--- config.mk ---
export PLATFORM = sky130hd
export DESIGN_NAME = e_spigot_core
export DESIGN_NICKNAME = d
export VERILOG_FILES = /design/src/rtl/spigot_pkg.sv /design/src/rtl/spigot_divstep.sv /design/src/rtl/e_spigot_core.sv
export SDC_FILE = /design/constraint.sdc
export NUM_CORES = 1
export LEC_CHECK = 0
export ABC_AREA = 1
export BUFFER_PORTS_ARGS = -buffer_cell sky130_fd_sc_hd__buf_4
export CAP_MARGIN = 40
export CORE_MARGIN = 2
export CORE_UTILIZATION = 55
export CTS_CLUSTER_SIZE = 12
export DETAILED_ROUTE_END_ITERATION = 8
export GPL_TIMING_DRIVEN = 0
export PLACE_DENSITY_LB_ADDON = 0.2
export SLEW_MARGIN = 30
export SYNTH_ARGS = -nofsm -noshare
export SYNTH_HDL_FRONTEND = slang
export SYNTH_SLANG_ARGS = --single-unit
--- constraint.sdc ---
create_clock -name clk -period 10.9 [get_ports clk]
set_clock_uncertainty 0.15 [all_clocks]
set_input_delay 1.09 -clock clk [delete_from_list [all_inputs] [get_ports clk]]
set_output_delay 1.09 -clock clk [all_outputs]
set_load 0.02 [all_outputs]
--- src/rtl/spigot_pkg.sv ---
// Shared definitions for the e spigot digit generator: FSM state encoding,
// width helpers for the remainder array and working register, and the
// integer part of e that is emitted before any array work is done.
package spigot_pkg;

  typedef enum logic [2:0] {
    IDLE = 3'd0,
    HOLD = 3'd1,
    LOAD = 3'd2,
    DIV  = 3'd3,
    DONE = 3'd4
  } spigot_state_e;

  localparam logic [3:0] INT_DIGIT = 4'd2;

  // Width of one remainder a[k]; a[k] < k <= n_terms.
  function automatic int calc_aw(input int n_terms);
    return $clog2(n_terms + 32'sd1);
  endfunction

  // Width of the working register x; x <= 10*k - 1.
  function automatic int calc_xw(input int n_terms);
    return $clog2(n_terms * 32'sd10);
  endfunction

endpackage

--- src/rtl/spigot_divstep.sv ---
// One restoring-division step: compares x against k shifted left by b and
// subtracts when it fits. Purely combinational; the core reuses the single
// instance across the four quotient-bit cycles.
module spigot_divstep #(
  parameter int AW = 6,
  parameter int XW = 9
) (
  input  logic [XW-1:0] x,
  input  logic [AW-1:0] k,
  input  logic [1:0]    b,
  output logic [XW-1:0] x_new,
  output logic          q_bit
);

  logic [XW-1:0] shifted_s;

  // Trial subtraction of k << b; 8k always fits in XW bits since 8k < 10k.
  always_comb begin
    shifted_s = XW'(k) << b;
    if (x >= shifted_s) begin
      x_new = x - shifted_s;
      q_bit = 1'b1;
    end else begin
      x_new = x;
      q_bit = 1'b0;
    end
  end

endmodule

--- src/rtl/e_spigot_core.sv ---
// Streaming generator for the decimal digits of e (Rabinowitz-Wagon spigot).
// Each digit sweeps the mixed-radix remainder array from k = N_TERMS down to
// k = 2; every element costs one LOAD cycle plus four restoring-division
// cycles. Digits leave over a valid/ready handshake with all outputs taken
// straight from flops.
// Optional feature macro: SPIGOT_DIGIT_WINDOW_EN adds a 16-bit `window` output
// holding the four most recently accepted digits (newest in [3:0]).
module e_spigot_core
  import spigot_pkg::*;
#(
  parameter int N_TERMS    = 32,
  parameter int MAX_DIGITS = 25,
  localparam int CW        = $clog2(MAX_DIGITS + 32'sd1)
) (
  input  logic          clk,
  input  logic          reset,
  input  logic          ena,
  input  logic          digit_ready,
  output logic          digit_valid,
  output logic [3:0]    digit,
  output logic [CW-1:0] digit_count,
`ifdef SPIGOT_DIGIT_WINDOW_EN
  output logic [15:0]   window,
`endif
  output logic          done
);

  localparam int AW = calc_aw(N_TERMS);
  localparam int XW = calc_xw(N_TERMS);

  spigot_state_e state_r, state_nxt_s;

  logic [AW-1:0] a_r [N_TERMS+1];
  logic [AW-1:0] a_rd_s;
  logic          a_we_s;

  logic [AW-1:0] k_r, k_nxt_s;
  logic [3:0]    carry_r, carry_nxt_s;
  logic [3:0]    q_r, q_nxt_s, q_set_s;
  logic [XW-1:0] x_r, x_nxt_s, x_load_s, div_x_s;
  logic [1:0]    b_r, b_nxt_s;
  logic          div_q_s;

  logic [3:0]    digit_r, digit_nxt_s;
  logic          valid_r, valid_nxt_s;
  logic          done_r, done_nxt_s;
  logic [CW-1:0] count_r, count_nxt_s, count_inc_s;

`ifdef SPIGOT_DIGIT_WINDOW_EN
  logic [15:0]   window_r, window_nxt_s;
`endif

  spigot_divstep #(
    .AW (AW),
    .XW (XW)
  ) u_divstep (
    .x     (x_r),
    .k     (k_r),
    .b     (b_r),
    .x_new (div_x_s),
    .q_bit (div_q_s)
  );

  // Next-state and datapath decode; ena low leaves every default (hold) in place.
  always_comb begin
    state_nxt_s = state_r;
    k_nxt_s     = k_r;
    carry_nxt_s = carry_r;
    q_nxt_s     = q_r;
    x_nxt_s     = x_r;
    b_nxt_s     = b_r;
    digit_nxt_s = digit_r;
    valid_nxt_s = valid_r;
    done_nxt_s  = done_r;
    count_nxt_s = count_r;
    a_we_s      = 1'b0;
    a_rd_s      = a_r[k_r];
    x_load_s    = XW'(a_rd_s) * XW'(4'd10) + XW'(carry_r);
    count_inc_s = count_r + CW'(1'b1);
    q_set_s     = q_r;
    q_set_s[b_r] = div_q_s;
`ifdef SPIGOT_DIGIT_WINDOW_EN
    window_nxt_s = window_r;
`endif
    if (ena) begin
      case (state_r)
        IDLE: begin
          digit_nxt_s = INT_DIGIT;
          valid_nxt_s = 1'b1;
          state_nxt_s = HOLD;
        end
        HOLD: begin
          if (digit_ready) begin
            valid_nxt_s = 1'b0;
            count_nxt_s = count_inc_s;
`ifdef SPIGOT_DIGIT_WINDOW_EN
            window_nxt_s = {window_r[11:0], digit_r};
`endif
            if (count_inc_s == CW'(MAX_DIGITS)) begin
              done_nxt_s  = 1'b1;
              state_nxt_s = DONE;
            end else begin
              k_nxt_s     = AW'(N_TERMS);
              carry_nxt_s = 4'd0;
              state_nxt_s = LOAD;
            end
          end else begin
            state_nxt_s = HOLD;
          end
        end
        LOAD: begin
          x_nxt_s     = x_load_s;
          q_nxt_s     = 4'd0;
          b_nxt_s     = 2'd3;
          state_nxt_s = DIV;
        end
        DIV: begin
          x_nxt_s = div_x_s;
          q_nxt_s = q_set_s;
          if (b_r == 2'd0) begin
            a_we_s      = 1'b1;
            carry_nxt_s = q_set_s;
            if (k_r == AW'(2'd2)) begin
              digit_nxt_s = q_set_s;
              valid_nxt_s = 1'b1;
              state_nxt_s = HOLD;
            end else begin
              k_nxt_s     = k_r - AW'(1'b1);
              state_nxt_s = LOAD;
            end
          end else begin
            b_nxt_s = b_r - 2'd1;
          end
        end
        DONE: begin
          done_nxt_s  = 1'b1;
          valid_nxt_s = 1'b0;
        end
        default: begin
          state_nxt_s = IDLE;
        end
      endcase
    end else begin
      state_nxt_s = state_r;
    end
  end

  // FSM state register.
  always_ff @(posedge clk) begin
    if (reset) begin
      state_r <= IDLE;
    end else begin
      state_r <= state_nxt_s;
    end
  end

  // Datapath and output registers.
  always_ff @(posedge clk) begin
    if (reset) begin
      k_r     <= '0;
      carry_r <= 4'd0;
      q_r     <= 4'd0;
      x_r     <= '0;
      b_r     <= 2'd0;
      digit_r <= 4'd0;
      valid_r <= 1'b0;
      done_r  <= 1'b0;
      count_r <= '0;
    end else begin
      k_r     <= k_nxt_s;
      carry_r <= carry_nxt_s;
      q_r     <= q_nxt_s;
      x_r     <= x_nxt_s;
      b_r     <= b_nxt_s;
      digit_r <= digit_nxt_s;
      valid_r <= valid_nxt_s;
      done_r  <= done_nxt_s;
      count_r <= count_nxt_s;
    end
  end

  // Remainder array; every term restarts at 1 so the series sums to e - 2.
  always_ff @(posedge clk) begin
    if (reset) begin
      for (int i = 0; i <= N_TERMS; i++) begin
        a_r[i] <= AW'(1'b1);
      end
    end else if (a_we_s) begin
      a_r[k_r] <= div_x_s[AW-1:0];
    end
  end

`ifdef SPIGOT_DIGIT_WINDOW_EN
  // Shift register of the last four accepted digits.
  always_ff @(posedge clk) begin
    if (reset) begin
      window_r <= 16'h0000;
    end else begin
      window_r <= window_nxt_s;
    end
  end

  assign window = window_r;
`endif

  assign digit_valid = valid_r;
  assign digit       = digit_r;
  assign digit_count = count_r;
  assign done        = done_r;

endmodule

==> results.md <==
* Outcome: finished, final reports clean
* H-tree levels at 2
* RSZ-0062 raised after global routing: no
* Layout cells sized above 1 at 10.6%
* Initial core utilization at about 56%
* DRC Markers at 0
* Hold violation count in the final report at 0
* CTS tree: yes
* DR vias/cell at about 6.3
* Warnings from Yosys at 0
* Final WS setup at ~5000 ps
* Clk root buf: clkbuf_16
* Full die area at roughly 0.037 mm^2
* Finished Layout Cells at approximately 2500
* Fillcell total at about 3000
* Startpoint Class: flop
* Mapped Nets at 1981
* Routed met2 length at between 20000 and 30000 um
* Final #Nets at 2065
* Post-synth ARST share at 0%
* Placement Setup Slack at about 5300 ps
* Via Count at roughly 16000
* Top post-synthesis cells by area: edfxtp_1, nor2_1, o21ai_0
* DRT antenna net count at 0
* Cts repair resizes at 0
* Rel. slew slack at a little over a third
* Clk slew on worst S/H paths at roughly 60 ps
* Avg Cell Area, Syn at approximately 10 um^2
* Die H at roughly 190 um
* # Post-CTS Setup Buffers at 0
* # IOs at 15
* Placed cells at roughly 2400
* Vias in the first global route at roughly 15000
* Crit. End Element: flop
* Latest clock arrival within the worst-skew pair at 590 ps
* DR pass1 iterations at 6
* Clock buffer depth at 3
* Post-synth EDFFs at ~380
* Final Instance Area at around 0.022 mm^2
* Detailed Route WL at about 69000 um
* Routed wire per std cell at between 20 and 30 um
* Cell leakage power at between 7 and 8 nW
* Min Tclk post-route at between 5000 and 6000 ps
* Routability cong. at roughly 1
* Port-buffer cells at 13
* Fmax at 170 MHz
* Final period util at between 50% and 60%
* Detailed placement HPWL at slightly below 50000 um
* Setup TNS Final at 0 ps
* Tot GR Track Use at a little under two fifths
* CP max FO at 10
* Metal-1 WL at approximately 26000 um
* GRT Residual Overflow at 0
* CP Class: flop to flop
* Core area at approximately 0.035 mm^2
* # rows at just under 70
* Detailed Route Iter0 Violations at 2203
* Area growth from synthesis to layout at 12.4%
* Top cell type by total area after synthesis: edfxtp_1
* Power Dens Cells at between 150 and 200 mW/mm^2
* Worst min-delay path class: flop to flop
* Hold slack at ~310 ps
* Global-route wire length before repair at about 100000 um
* Met3 WL at 9120 um
* Register bit total from synthesis at between 400 and 500
* Max-cap check violation count at 0
* Antenna violations before repair at 3
* Setup-failing EPs final at 0
* Top cell type's share of synthesized area at between 50% and 60%
* Highest routed metal layer: met5
* Cell Area, Synth at roughly 0.02 mm^2
* Die X at roughly 190 um
* Crit path required time at approximately 11000 ps
* Placement Cell Area at around 0.02 mm^2
* Reg2Reg Setup Slack at around 5000 ps
* Syn Inst Count at slightly below 2000
* Netlist cell types at 39
* Slew @ Worst Pin at around 950 ps
* Most frequent cells after synthesis: nor2_1, edfxtp_1, o21ai_0
* Pins Over Slew Limit at 0
* Hold Buf Count CTS at 0
* # clock sinks at ~430
* Max VDD drop at ~140 uV
* Register area share after synthesis at between 60% and 70%
* Most frequent cell after synthesis: nor2_1
* CTS Buf Count at 46
* Worst path arrival time at 6230 ps
* Most used DFF post-synth: edfxtp_1
* Pin count of the biggest net entering global routing at 34
==> final timing paths <==
check	startpoint	endpoint	cells after the start
worst max register to register	flop	x_r[8]	22
worst max-delay path	flop	x_r[8]	22
worst min register to register	done	done	2
worst min-delay path	done	done	2
==> layout make-up <==
type                            instances  area [um^2]  area share [%]
Sequential cell                       429        12400            56.3
Inverter                              119          447            2.02
Buffer                                114          526            2.38
Multi-Input combinational cell       1284         6300            28.5
Antenna cell                            1         2.50          0.0113
Tap cell                              461          577            2.61
Clock buffer                           69         1340            6.06
Clock inverter                          9         76.3           0.345
Timing Repair Buffer                   36          402            1.82
==> routing by layer <==
metal | vias up | GRT usage, %
li1 | 6915 | -
met1 | 7537 | 51.1
met2 | 1132 | 56.3
met3 | 245 | 9.70
met4 | 4 | 20.9
met5 | - | 0
==> power by group <==
part | total (mW) | switching, mW | internal, mW
combinational | 0.373 | 0.275 | 0.0972
sequential | 1.86 | 0.0165 | 1.84
clock | 1.50 | 0.636 | 0.866
total | 3.73 | 0.928 | 2.81
==> worst max-delay path: stages (launching register included) <==
cell and delay [ps]:
dfxtp_1 300, clkbuf_1 220, inv_1 280, buf_2 410
clkbuf_1 750, o21ai_0 250, o22ai_1 400, o21ai_0 130
o221ai_1 250, nand3_1 200, nand2_1 200, ha_1 260
ha_1 230, fa_1 410, xor2_1 270, and3_1 230
nand2_1 70, or2_2 280, nand2_1 70, inv_1 40
nand2_1 50, nand3_1 150, a21oi_1 180
==> cell families after synthesis <==
logic type / Yosys count / synth area share [%]
compound gates: 417 / 11.7
fa+ha+maj: 31 / 2.09
xor+xnor: 16 / 0.713
simple gates: 819 / 17.2
buf+inv: 233 / 4.93
flops: 429 / 63.2
mux: 1 / 0.0509
==> sequential cells by signal, indices dropped and copies added (netlist names), named ones only <==
register	cells
digit_count	5
state_r	3
x_r	9
b_r	2
digit	4
a_r	384
q_r	4
carry_r	4
done	1
k_r	6
digit_valid	1
==> per-stage QoR <==
step | utilization [%] | power (mW)
global route | 62.4 | 3.81
CTS | 62.2 | 3.72
floorplan | - | 2.10
global placement | 57.4 | 2.23
detailed placement | 58.2 | 2.25
finish | 62.4 | 3.73
==> cell usage in the layout, fill, tap and decap left out, types with 4 or more instances in the layout <==
| master | instances |
|---|---|
| buf_2 | 30 |
| clkbuf_8 | 8 |
| o21ai_0 | 247 |
| or2_2 | 5 |
| dfxtp_1 | 45 |
| o21bai_1 | 6 |
| inv_2 | 25 |
| a21oi_1 | 43 |
| edfxtp_1 | 384 |
| buf_4 | 16 |
| nand3_1 | 79 |
| inv_1 | 92 |
| o211ai_1 | 19 |
| nand2_2 | 5 |
| buf_6 | 22 |
| xor2_1 | 10 |
| clkbuf_16 | 47 |
| nor2_1 | 443 |
| clkinv_1 | 5 |
| ha_1 | 28 |
| nand2_4 | 4 |
| nor2_2 | 31 |
| nor3_1 | 13 |
| o21ai_4 | 4 |
| o221ai_1 | 9 |
| o22ai_1 | 83 |
| xnor2_1 | 6 |
| nand2_1 | 230 |
| clkbuf_1 | 85 |
(Power assumes the default switching activity.)
